[src/rtl/regfile_wb_arbiter.sv]
// Round-robin write-back arbiter for the register file's single write port,
// with a one-entry output stage and bypass lookup on both read addresses.
module regfile_wb_arbiter #(
  parameter int unsigned WIDTH      = 32,
  parameter int unsigned ADDR_WIDTH = 5
) (
  input  logic                  clk,
  input  logic                  reset,
  input  logic                  req0_valid,
  input  logic [ADDR_WIDTH-1:0] req0_addr,
  input  logic [WIDTH-1:0]      req0_data,
  output logic                  req0_ready,
  input  logic                  req1_valid,
  input  logic [ADDR_WIDTH-1:0] req1_addr,
  input  logic [WIDTH-1:0]      req1_data,
  output logic                  req1_ready,
  input  logic                  flush,
  output logic                  regWrite,
  output logic [ADDR_WIDTH-1:0] writeAddr,
  output logic [WIDTH-1:0]      writeData,
  input  logic [ADDR_WIDTH-1:0] readAddr1,
  input  logic [ADDR_WIDTH-1:0] readAddr2,
  output logic                  hit1,
  output logic                  hit2,
  output logic [WIDTH-1:0]      bypassData
);

  typedef enum logic {
    IDLE   = 1'b0,
    STAGED = 1'b1
  } state_t;

  state_t                state_q, state_d;
  logic [ADDR_WIDTH-1:0] write_addr_q, write_addr_d;
  logic [WIDTH-1:0]      write_data_q, write_data_d;
  logic                  last_grant_q, last_grant_d;

  logic                  grant0, grant1;
  logic [ADDR_WIDTH-1:0] sel_addr;
  logic [WIDTH-1:0]      sel_data;

  // Contested grant goes to the requester not granted most recently.
  always_comb begin
    grant0 = !flush && req0_valid && (!req1_valid || last_grant_q);
    grant1 = !flush && req1_valid && (!req0_valid || !last_grant_q);
  end

  always_comb begin
    sel_addr = grant1 ? req1_addr : req0_addr;
    sel_data = grant1 ? req1_data : req0_data;
  end

  always_comb begin
    state_d      = IDLE;
    write_addr_d = write_addr_q;
    write_data_d = write_data_q;
    last_grant_d = last_grant_q;
    if (grant0 || grant1) begin
      write_addr_d = sel_addr;
      write_data_d = sel_data;
      last_grant_d = grant1;
      // Writes to register 0 are accepted but never reach the register file.
      state_d      = (sel_addr != '0) ? STAGED : IDLE;
    end
  end

  always_ff @(posedge clk or negedge reset) begin
    if (!reset) begin
      state_q      <= IDLE;
      write_addr_q <= '0;
      write_data_q <= '0;
      last_grant_q <= 1'b1;
    end else begin
      state_q      <= state_d;
      write_addr_q <= write_addr_d;
      write_data_q <= write_data_d;
      last_grant_q <= last_grant_d;
    end
  end

  always_comb begin
    req0_ready = grant0;
    req1_ready = grant1;
    regWrite   = (state_q == STAGED);
    writeAddr  = write_addr_q;
    writeData  = write_data_q;
    bypassData = write_data_q;
    hit1       = regWrite && (write_addr_q == readAddr1) && (readAddr1 != '0);
    hit2       = regWrite && (write_addr_q == readAddr2) && (readAddr2 != '0);
  end

endmodule
[config.mk]
export PLATFORM = sky130hd
export DESIGN_NAME = regfile_wb_arbiter
export DESIGN_NICKNAME = d
export VERILOG_FILES = /design/src/rtl/regfile_wb_arbiter.sv
export SDC_FILE = /design/constraint.sdc
export NUM_CORES = 1
export LEC_CHECK = 0
export BUFFER_PORTS_ARGS = -buffer_cell sky130_fd_sc_hd__clkbuf_2
export CELL_PAD_IN_SITES_DETAIL_PLACEMENT = 1
export CELL_PAD_IN_SITES_GLOBAL_PLACEMENT = 1
export CORE_ASPECT_RATIO = 1.75
export CORE_MARGIN = 2
export CORE_UTILIZATION = 25
export CTS_CLUSTER_DIAMETER = 200
export DETAILED_ROUTE_END_ITERATION = 7
export PLACE_DENSITY_LB_ADDON = 0.08
export SLEW_MARGIN = 10
export SYNTH_ARGS = -nofsm -noshare
export SYNTH_HDL_FRONTEND = slang
export SYNTH_SLANG_ARGS = --single-unit
export TNS_END_PERCENT = 50
[constraint.sdc]
create_clock -name clk -period 1.37 [get_ports clk]
set_clock_uncertainty 0.15 [all_clocks]
set_input_delay 0.0685 -clock clk [delete_from_list [all_inputs] [get_ports clk]]
set_output_delay 0.0685 -clock clk [all_outputs]
set_load 0.03 [all_outputs]
---- Yosys cells after proc, flatten, opt, wreduce, memory -nomap -nowiden ----
Index checks and enable logic that the tools add are counted.
storage, ports and cells
  register bits after elaboration ......... 39
  input port bits ......................... 89
  output and inout port bits .............. 74
  logic and storage cells ................. 28
cells by class
  equality and inequality tests ........... 2
  mux-type cells .......................... 4
  reduce and logical (&&, ||, !) cells .... 18
operator list
  kind                count
  32-bit 2-to-1 mux   1
  5-bit nonzero test  3
  5-bit == test       2
  1-bit logical AND   8
  5-bit 2-to-1 mux    1
  1-bit logical NOT   4
  1-bit logical OR    3
  1-bit 2-to-1 mux    2

---- Depth between registers and ports, before layout ----
  word-level depth ........................ 7
  mapped depth ............................ 5
  gate-level depth less buffers ........... 3

---- Worst setup path before layout ----
No wires, ideal clock.
  path type ............................... register to output
  start point ............................. register write_addr_q[4] (netlist: writeAddr[4])
  end point ............................... output port hit2
  arrival ................................. 1.313 ns
  data required time ...................... 1.151 ns
  setup slack ............................. -0.161 ns
  stages on the path, launching flop included .. 4
  path buffers ............................ 0
  path through ............................ dfrtp_1 > or2_2 > o21ai_0 > and4_1
on the way
  word-level cells in the longest chain between the ends .. 3
RTL lines
  what                             RTL line  RTL
  start, declared                  34        logic [ADDR_WIDTH-1:0] write_addr_q, write_addr_d;
  start signal, assigned           75        write_addr_q <= write_addr_d;
  5-bit == test                    89        hit2 = regWrite && (write_addr_q == readAddr2) && (readAddr2 != '0);
  1-bit logical AND (2 in series)  89
  end, declared                    24        output logic hit2,
No other way between the ends.

---- Final worst setup path ----
  start point ............................. register write_addr_q[2] (netlist: writeAddr[2])
  end point ............................... output port hit2
The elaborated chain is that of the path after synthesis.

==> run summary <==
Setup crit start - writeAddr[2]$_DFFE_PN0P_
F_max - 610 MHz
Initial antenna violation count - 0
Final design utilization - 0.495
Synth Register Bits - 39
HPWL after detailed placement - 6.16 mm
Final WL - 9.98 mm
CTS tree - built
RR Endpoint - regWrite$_DFF_PN0_
Placed Area - 3170 µm²
Reg2reg start - last_grant_q$_DFFE_PN1P_
Fin crit share - 1.20
Crit path largest cell delay - 0.43 ns
Setup-failing EPs final - 38
Leak Pwr - 2.04 nW
Min Tclk post-route - 1.64 ns
Int Pwr - 2.96 mW
GR Overflow Total - 0
Register area - 982 µm²
Mapped Area - 2320 µm²
Result of the run - finished, violations left
Slack of the critical path - -0.270 ns
CP max FO - 4
Worst reg2reg setup slack - -0.13 ns
Site row count - 46
Clock buffer depth - 2
CTS root buf - clkbuf_16
Post-Syn Nets - 369
CTS Sinks - 39
Post-synth top area share - 0.409
Largest net degree at the start of global routing - 42
Clock latency on the worst-skew pair - 0.28 ns
Most frequent cells in the layout - 158 x clkbuf_2, 75 x dlygate4sd3_1, 38 x nor2_1
Die width - 76.9 µm
Initial Utilization - 0.257
DRT iter0 DRCs - 51
Crit start category - flop
Router iterations before antenna repair - 4
Global-route wire length before repair - 15.8 mm
Sw frac - 0.391
PnR Total Power - 4.86 mW
Mean Syn Cell Area - 8.30 µm²
Post-synthesis sequential area ratio - 0.420
Commonest non-fill, non-tap cell in the layout - clkbuf_2
Failing checks - setup timing
Crit Path Category - reg2out
RePlAce Congestion - 0.725
Post-Synthesis Cells - 280
Drt drc - 0
Hold violation count in the final report - 0
Routed wire per std cell - 16.1 µm
Worst-path clk slew - 0.06 ns
Comb power frac - 0.443
Die Area - 10100 µm²
Global Route Usage Sum - 0.195
Cell taking the most area after synthesis - dfrtp_1
I/O pin cnt - 163
Worst slew margin - 0.675
CP Capture Type - output pin
Area Growth Syn to Fin - 92.5%
Arrival time at the worst endpoint - 1.42 ns
Maximum capacitance violations - 0
Final Cell Area - 4480 µm²
Die height - 132 µm
Vias in the first global route - 3215
Max H-tree Level - 2
Reg2reg path depth - 4
Clk network pwr share - 0.255
Ant. Diodes - 0
Synth top area cells - dfrtp_1 41%, buf_4 12%, a31oi_1 10%
Final hold slack - 0.0460 ns
Crit-path cells - xor2_1 > nor3_2 > and4_4 > buf_8
P_sw - 1.90 mW
Crit path capture - hit2
Peak supply drop - 0.000625 V
Antenna Violating Nets Remaining - 0
Fin nets - 587
PD cells - 1090 nW/µm²
RSZ-0062 raised after global routing - yes
Core ar. - 9040 µm²
Worst EP required - 1.15 ns
Worst hold path class - in2reg
Area of the multi-input gates - 1160 µm²
Post-synth cell types - 27
Vias per inst - 4.69
Share of cells above drive strength 1 - 0.503
Max-slew violations - 0
Total number of vias - 2902
Critical-path top delay cell - dfrtp_2
Input/output buffers - 162
Worst-Margin Slew - 0.483 ns
FILL cells - 1088
TritonCTS Buffers - 5
Yosys warning total - 0
Seq pwr share - 0.303
[cells in the mapped netlist]
cell type	instances
buf_4	36
a21oi_1	1
nand4_1	1
inv_1	1
buf_2	11
o21ai_1	9
o21ai_0	32
nor2_1	39
nand2b_1	2
xor2_1	6
dfstp_2	1
xnor2_1	2
and4_1	2
a31oi_1	37
nor3_1	4
clkbuf_1	7
clkbuf_2	1
and2_4	1
nand2_1	4
o21ba_2	1
buf_6	1
nor4_1	2
nand3_1	37
o311a_1	1
dfrtp_1	38
or2_2	2
and2b_1	1
[worst min-delay path by stage]
stage	from	end	slack, ns	cells after the start
2_1_floorplan	reset	bypassData[0]$_DFFE_PN0P_	-0.38	0
3_3_place_gp	reset	bypassData[23]$_DFFE_PN0P_	-0.09	2
3_5_place_dp	reset	bypassData[23]$_DFFE_PN0P_	-0.09	2
4_1_cts	flush	last_grant_q$_DFFE_PN1P_	0.03	4
5_1_grt	flush	last_grant_q$_DFFE_PN1P_	0.08	4
6_report	flush	last_grant_q$_DFFE_PN1P_	0.05	4
[state kept, by name, summed over array words and instances (netlist names)]
name and flops:
regWrite 1, writeAddr 5, last_grant_q 1, bypassData 32
[final cells by class]
| class | instances | area share |
|---|---|---|
| Sequential cell | 39 | 0.219 |
| Clock buffer | 8 | 0.0349 |
| Multi-Input combinational cell | 184 | 0.260 |
| Timing Repair Buffer | 267 | 0.451 |
| Inverter | 1 | 0.000839 |
| Tap cell | 120 | 0.0335 |
[repair_timing]
| action | 4_1_cts | 5_1_grt |
|---|---|---|
| gates cloned | 4 | 0 |
| hold buffers | 75 | 0 |
| gates resized for setup | 62 | 37 |
| endpoints found under the hold margin | 77 | 0 |
| pin swaps | 32 | 25 |
| setup endpoints to repair | 42 | 42 |
| buffers inserted | 7 | 2 |
[stage by stage]
stage | setup WS, ns | std cells | TNS [ns]
5_1_grt | -0.330 | 619 | -5.47
6_report | -0.270 | 619 | -2.95
3_5_place_dp | -0.102 | 525 | -1.31
4_1_cts | -0.345 | 618 | -3.70
2_1_floorplan | -0.0105 | 280 | -0.0105
3_3_place_gp | -0.0995 | 525 | -0.763
[kinds of logic (layout without fill, tap and decap cells)]
family | count (synthesis) | count (layout) | share of synthesized area
simple gates | 95 | 95 | 0.191
compound gates | 81 | 81 | 0.199
buf+inv | 57 | 276 | 0.160
flops | 39 | 39 | 0.420
xor+xnor | 8 | 8 | 0.0301
[per-layer routing]
metal / GRT usage / share of wire
met5: 0 / 0
met4: 0.0657 / 0.020
met3: 0.0268 / 0.038
met2: 0.383 / 0.56
met1: 0.207 / 0.38
[power by group through the flow]
stage | logic [mW] | clock network [mW] | registers [mW]
after global routing | 2.29 | 1.32 | 1.50
final | 2.15 | 1.24 | 1.47
after detailed placement | 1.71 | 0 | 1.49
after global placement | 1.69 | 0 | 1.48
after CTS | 2.11 | 1.29 | 1.47
after floorplan | 0.899 | 0 | 1.79
[critical path: cells and delay by family (launching register included)]
kind                   cells  cell delay [ns]
XOR/XNOR                   1             0.16
buffers and inverters      1             0.12
flip-flops                 1             0.43
AND/OR/NAND/NOR            2             0.44
No activity file was read; power rests on OpenSTA's default activity.
